[src/rtl/stopwatch_pkg.sv]
// Shared types and constants for the BCD stopwatch: FSM state encoding,
// digit width and the max-count digits derived from the field moduli.
package stopwatch_pkg;

  localparam int DIGIT_W = 4;

  typedef enum logic [1:0] {
    IDLE  = 2'd0,
    RUN   = 2'd1,
    PAUSE = 2'd2
  } sw_state_e;

  function automatic logic [DIGIT_W-1:0] max_hi(input int modulus);
    return DIGIT_W'((modulus - 1) / 10);
  endfunction

  function automatic logic [DIGIT_W-1:0] max_lo(input int modulus);
    return DIGIT_W'((modulus - 1) % 10);
  endfunction

  localparam int DEF_SEC_MOD = 60;
  localparam int DEF_MIN_MOD = 60;

  localparam logic [DIGIT_W-1:0] SEC_MAX_HI = max_hi(DEF_SEC_MOD);
  localparam logic [DIGIT_W-1:0] SEC_MAX_LO = max_lo(DEF_SEC_MOD);
  localparam logic [DIGIT_W-1:0] MIN_MAX_HI = max_hi(DEF_MIN_MOD);
  localparam logic [DIGIT_W-1:0] MIN_MAX_LO = max_lo(DEF_MIN_MOD);

endpackage

[src/rtl/bcd_field_cnt.sv]
// Two-digit BCD counter counting 0..MOD-1; carry_out flags the enabled
// increment that rolls the field back to zero.
module bcd_field_cnt
  import stopwatch_pkg::*;
#(
  parameter int MOD = 60
) (
  input  logic               clk,
  input  logic               rst,
  input  logic               en,
  input  logic               clr,
  output logic [DIGIT_W-1:0] lo,
  output logic [DIGIT_W-1:0] hi,
  output logic               carry_out
);

  localparam logic [DIGIT_W-1:0] MAX_HI = max_hi(MOD);
  localparam logic [DIGIT_W-1:0] MAX_LO = max_lo(MOD);

  logic at_max;

  assign at_max    = (hi == MAX_HI) && (lo == MAX_LO);
  assign carry_out = en & at_max;

  always_ff @(posedge clk) begin
    if (rst || clr) begin
      lo <= '0;
      hi <= '0;
    end else if (en) begin
      // The max test comes first so moduli below 10 wrap before lo reaches 9
      if (at_max) begin
        lo <= '0;
        hi <= '0;
      end else if (lo == DIGIT_W'(9)) begin
        lo <= '0;
        hi <= hi + DIGIT_W'(1);
      end else begin
        lo <= lo + DIGIT_W'(1);
      end
    end
  end

endmodule

[src/rtl/stopwatch_bcd.sv]
// MM:SS.t stopwatch driven by a 10 Hz enable tick, with start/stop and clear
// buttons feeding an IDLE/RUN/PAUSE controller.
module stopwatch_bcd
  import stopwatch_pkg::*;
#(
  parameter int MIN_MOD = 60,
  parameter int SEC_MOD = 60
) (
  input  logic               clk,
  input  logic               rst,
  input  logic               tick,
  input  logic               btn_ss,
  input  logic               btn_clr,
  output logic [DIGIT_W-1:0] d_tenth,
  output logic [DIGIT_W-1:0] d_sec_lo,
  output logic [DIGIT_W-1:0] d_sec_hi,
  output logic [DIGIT_W-1:0] d_min_lo,
  output logic [DIGIT_W-1:0] d_min_hi,
  output logic               running,
  output logic               wrap
);

  sw_state_e state;
  logic      btn_ss_q, btn_clr_q, armed;
  logic      ss_pulse, clr_pulse;
  logic      cnt_en, tenth_carry, sec_carry, min_carry;

  // armed blocks the first post-reset cycle, so a button held through reset
  // release sees history 0 but still yields no event.
  assign ss_pulse    = armed & btn_ss  & ~btn_ss_q;
  assign clr_pulse   = armed & btn_clr & ~btn_clr_q;
  assign cnt_en      = (state == RUN) & tick & ~clr_pulse;
  assign tenth_carry = cnt_en & (d_tenth == DIGIT_W'(9));

  always_ff @(posedge clk) begin
    if (rst) begin
      btn_ss_q  <= 1'b0;
      btn_clr_q <= 1'b0;
      armed     <= 1'b0;
    end else begin
      btn_ss_q  <= btn_ss;
      btn_clr_q <= btn_clr;
      armed     <= 1'b1;
    end
  end

  always_ff @(posedge clk) begin
    if (rst) begin
      state   <= IDLE;
      running <= 1'b0;
      wrap    <= 1'b0;
    end else begin
      wrap <= min_carry;
      if (clr_pulse) begin
        state   <= IDLE;
        running <= 1'b0;
      end else if (ss_pulse) begin
        case (state)
          IDLE, PAUSE: begin
            state   <= RUN;
            running <= 1'b1;
          end
          RUN: begin
            state   <= PAUSE;
            running <= 1'b0;
          end
          default: begin
            state   <= IDLE;
            running <= 1'b0;
          end
        endcase
      end
    end
  end

  always_ff @(posedge clk) begin
    if (rst || clr_pulse) begin
      d_tenth <= '0;
    end else if (cnt_en) begin
      d_tenth <= tenth_carry ? '0 : d_tenth + DIGIT_W'(1);
    end
  end

  bcd_field_cnt #(.MOD(SEC_MOD)) u_sec (
    .clk       (clk),
    .rst       (rst),
    .en        (tenth_carry),
    .clr       (clr_pulse),
    .lo        (d_sec_lo),
    .hi        (d_sec_hi),
    .carry_out (sec_carry)
  );

  bcd_field_cnt #(.MOD(MIN_MOD)) u_min (
    .clk       (clk),
    .rst       (rst),
    .en        (sec_carry),
    .clr       (clr_pulse),
    .lo        (d_min_lo),
    .hi        (d_min_hi),
    .carry_out (min_carry)
  );

endmodule

[config.mk]
export PLATFORM = sky130hd
export DESIGN_NAME = stopwatch_bcd
export DESIGN_NICKNAME = d
export VERILOG_FILES = /design/src/rtl/stopwatch_pkg.sv /design/src/rtl/bcd_field_cnt.sv /design/src/rtl/stopwatch_bcd.sv
export SDC_FILE = /design/constraint.sdc
export NUM_CORES = 1
export LEC_CHECK = 0
export CELL_PAD_IN_SITES_DETAIL_PLACEMENT = 1
export CELL_PAD_IN_SITES_GLOBAL_PLACEMENT = 2
export CORE_MARGIN = 2
export CORE_UTILIZATION = 32
export CTS_CLUSTER_SIZE = 25
export DETAILED_ROUTE_END_ITERATION = 8
export PLACE_DENSITY = 0.92
export SYNTH_ARGS = -nofsm -noshare
export SYNTH_HDL_FRONTEND = slang
export SYNTH_SLANG_ARGS = --single-unit
[constraint.sdc]
create_clock -name clk -period 4.6 [get_ports clk]
set_clock_uncertainty 0.1 [all_clocks]
set_input_delay 0.92 -clock clk [delete_from_list [all_inputs] [get_ports clk]]
set_output_delay 0.92 -clock clk [all_outputs]
set_load 0.1 [all_outputs]
# Word-level counts from Yosys, hierarchy flattened
# Index checks and enable logic that the tools add are counted.
# W data, S select, Z words.
# totals
latch_bits	0
memories	0
regBits	27
ramBits	0
romBits	0
inputBits	5
# op_classes
mul	0
shifts	0
n_mux	12
n_bitwise	12
div_mod_pow	0
order_cmp	0
reduce_logical	10
eq_ne	7
n_addsub	5
# ops
operator	count
$mux W4	9
$add A4 B1 Y4 const B	5
$eq A4 B4 Y1 const B	3
$and A1 B1 Y1	9
$eq A4 B3 Y1 const B	2
$pmux W2 S2	1
$reduce_and A2 Y1	2
$reduce_bool A2 Y1	2
$reduce_or A2 Y1	2
$not A1 Y1	3
$eq A2 B1 Y1 const B	1
$eq A2 B2 Y1 const B	1
$logic_and A1 B1 Y1	2
$logic_not A2 Y1	1
$mux W1	2
$logic_or A1 B1 Y1	1

# Logic depth before layout (Yosys ltp)
# logic_depth
word_depth	7
depth_mapped	8
mapped_depth_nobuf	6

# Modules after synthesis
# Synthesis repeated with hierarchy kept, for this count alone.
# unflattened
cells_unflattened	157
area_unflattened_um2	1385.1
# modules_own_cells
mod	n_inst	area_each_um2	seq_area_each_um2	cells_per_inst
bcd_field_cnt	2	445.4	160.2	53
stopwatch_bcd	1	494.2	220.2	51

# Least setup slack after synthesis
# OpenSTA, ideal clock, no wires.
# synth_timing
path_type	reg-to-reg
startpoint	register u_sec.hi[0]
endpoint	register u_min.hi[0]
setup_time_ps	71
path_slack_ps	1705
arrival_ps	2724
stages_incl_launch_ff	7
n_path_buf	1
cell_sequence	dfxtp_1 ha_1 nand4b_4 or4_1 buf_2 or4_1 a21oi_1
# synth_via
elab_chain_cells	4
# synth_rtl
item	line_no	text
start: declaration	bcd_field_cnt.sv:13	output logic [DIGIT_W-1:0] hi,
start signal: assignment	bcd_field_cnt.sv:36	hi <= hi + DIGIT_W'(1);
$eq A4 B3 Y1	bcd_field_cnt.sv:22	assign at_max = (hi == MAX_HI) && (lo == MAX_LO);
$logic_and A1 B1 Y1	bcd_field_cnt.sv:22	
$and A1 B1 Y1	bcd_field_cnt.sv:23	assign carry_out = en & at_max;
$reduce_and A2 Y1 (no source line)	-	
end signal: assignment	bcd_field_cnt.sv:36	
end: declaration	bcd_field_cnt.sv:13	
# Every way passes these cells.
# A chain may end at the register's enable or synchronous reset.

# Final worst setup path
# layout_timing
startpoint	register u_sec.hi[2]
endpoint	output d_sec_hi[2]
# layout_lines
item	line_no	text
end: declaration	stopwatch_bcd.sv:16	output logic [DIGIT_W-1:0] d_sec_hi,
# No word-level cell between the ends.

==> flow_summary.json <==
{
  "timing.slew.headroom_pct": 34.97,
  "layout-drive-gt1-share_pct": 7.821,
  "power_leakage_nw": 0.6064,
  "grt_max_degree": 24,
  "cts_root_buf": "clkbuf_8",
  "period_needed_ns": 2.976,
  "cts_tree": "built",
  "start_kind": "flop",
  "max_stage_delay_ns": 1.19,
  "insertion_delay_ns": 0.28,
  "period_share_pct": 64.69,
  "layout_common_cells": "dfxtp_1, clkdlybuf4s50_1, nor2_1, o21ai_0, a21oi_1",
  "yosysSeqAreaShare_pct": 40.26,
  "routed-via-count": 1193,
  "hold_viol": 0,
  "start_util_pct": 33.32,
  "final_common_cell": "dfxtp_1",
  "cts.htree.levels": 1,
  "async_flop_share_pct": 0,
  "clk_pin_slew_ns": 0.10,
  "routabilityCongestion": 0.7624,
  "coreArea_um2": 4029,
  "final_util_pct": 41.86,
  "crit_type": "reg -> out",
  "crit_start": "u_sec.hi[2]",
  "nets": 193,
  "r2r_start": "d_tenth[0]",
  "fp-row-count": 23,
  "syn_nets": 169,
  "syn_area_per_cell_um2": 8.606,
  "grt_usage_pct": 15.60,
  "first_global_vias": 1223,
  "fillers": 479,
  "setup_viol_count_final": 0,
  "cap_violations": 0,
  "reg2reg_setup_slack_ns": 2.15,
  "io_buffers": 26,
  "cts_hold_repair.buffers": 0,
  "die_h_um": 68.77,
  "cp.arrival_ns": 1.96,
  "crit_chain": "clkdlybuf4s50_1",
  "peakVddDrop_uv": 108.5,
  "crit_fanout": 7,
  "area_growth_pct": 25.63,
  "min_path_type": "reg -> reg",
  "numCtsBuffers": 3,
  "rsz0062_at_grt": "false",
  "synth_flop_cell": "dfxtp_1",
  "diodes": 0,
  "hold_path.startpoint": "u_min.hi[3]",
  "yosys-top-cells-area": "dfxtp_1, ha_1, a21oi_1, o21ai_0, nor2_1",
  "synth_edf_count": 0,
  "synthCells": 156,
  "netlist.area_leader.share_pct": 40.26,
  "clock_path_buffers": 2,
  "worstPathBufferInverterCount": 1,
  "tightest_slew_ns": 0.9724,
  "dp_slack_ns": 1.458,
  "ys_ff_latch": 27,
  "synth.distinct_cells": 33,
  "via_per_inst": 5.210,
  "grt_first_pass_wirelength_mm": 5.506,
  "drtPass1Iterations": 4,
  "die-area_um2": 4729,
  "setup_tns_ns": 0,
  "ctsResizeCount": 0,
  "wirelength_mm": 3.324,
  "drtIter0Drc": 52,
  "drc_errors": 0,
  "yosys.area.top_type": "dfxtp_1",
  "worstRegToRegCells": 5,
  "overflow": 0,
  "die_width_um": 68.77,
  "power_mw": 0.4112,
  "ant_nets": 0,
  "power_per_cell_area_nw_per_um2": 243.8,
  "post_cts_buffers": 0,
  "wire_per_inst_um": 14.52,
  "status": "complete, no violations",
  "io_pins": 27,
  "antenna_found_initial": 0,
  "fin_ws_ns": 1.624,
  "maxSlewViolCount": 0,
  "crit_family": "buffers and inverters",
  "dpl.hpwl_mm": 2.487,
  "required_ns": 3.58,
  "cp-end-kind": "output pin",
  "hold_depth": 2,
  "cts.sink_count": 27,
  "r2r-end": "u_sec.lo[3]",
  "slowest_stage": "clkdlybuf4s50_1",
  "syn-cell-area_um2": 1343,
  "fmax_mhz": 336.0,
  "ys.warnings.count": 0,
  "hold_end": "u_min.hi[3]"
}
-- worst max path at each step --
stage | slack, ns | cells past startpoint | to
finish | 1.62 | 1 | d_sec_hi[2]
global route | 1.57 | 1 | d_sec_hi[2]
CTS | 1.61 | 1 | d_sec_hi[2]
detailed placement | 1.46 | 5 | u_sec.lo[3]
global placement | 1.53 | 5 | u_min.lo[2]
floorplan | 1.70 | 6 | u_min.hi[0]
-- sequential cells by signal, summed over array words and instances (netlist names) --
name       flops
running        1
btn_clr_q      1
u_min.lo       4
armed          1
btn_ss_q       1
state          2
d_tenth        4
u_sec.lo       4
u_min.hi       4
u_sec.hi       4
wrap           1
-- tightest hold or removal path, stage by stage, from the launching register on --
cell and delay [ns]:
dfxtp_1 0.35, nand3_1 0.07, mux2i_1 0.06
-- power breakdown --
group          total [mW]  internal (mW)  leakage (nW)  switching (mW)
clock network       0.145         0.0617        0.0217          0.0833
registers           0.239          0.237         0.219         0.00206
logic              0.0274        0.00914         0.366          0.0182
total               0.411          0.308         0.606           0.104
-- metrics by stage --
stage,instance area [um2],instances,hold WS (ns)
6_report,1687,229,0.4239
5_1_grt,1687,229,0.4564
2_1_floorplan,1343,156,0.3981
3_5_place_dp,1638,225,0.4181
3_3_place_gp,1638,225,0.3961
4_1_cts,1687,229,0.4340
-- logic make-up (layout without fill, tap and decap cells) --
| family | count (synthesis) | in the layout | synth area share (%) |
|---|---|---|---|
| AO/OA/AOI/OAI | 29 | 29 | 11.84 |
| adder cells (fa/ha/maj) | 8 | 8 | 7.456 |
| multiplexers | 4 | 4 | 3.169 |
| AND/OR/NAND/NOR | 70 | 70 | 31.04 |
| XOR/XNOR | 3 | 3 | 1.957 |
| buffers and inverters | 15 | 38 | 4.287 |
| flip-flops | 27 | 27 | 40.26 |
-- layer usage --
metal	up-vias	track usage, %	wire length [um]	part of all wire (%)
li1	594	-	-	-
met1	578	19.80	1524	46
met2	17	26.20	1683	51
met3	4	1.786	66	2.0
met4	0	7.598	49	1.5
met5	-	0	0	0
-- cells in the mapped netlist (5+ instances only) --
cell type,n
or3_1,6
nand2_1,11
a21oi_1,12
nor2_1,14
o21ai_0,12
inv_1,8
ha_1,8
dfxtp_1,27
clkbuf_1,6
nand3b_1,5
nand3_1,7
-- area by class of cell --
class	count	area (um2)	area share, %
Clock buffer	3	41.29	2.448
Tap cell	50	62.56	3.709
Multi-Input combinational cell	114	744.5	44.14
Clock inverter	1	7.507	0.4451
Inverter	8	30.03	1.780
Timing Repair Buffer	26	260.3	15.43
Sequential cell	27	540.5	32.05
Note: power is estimated with default switching activity, not from simulation.
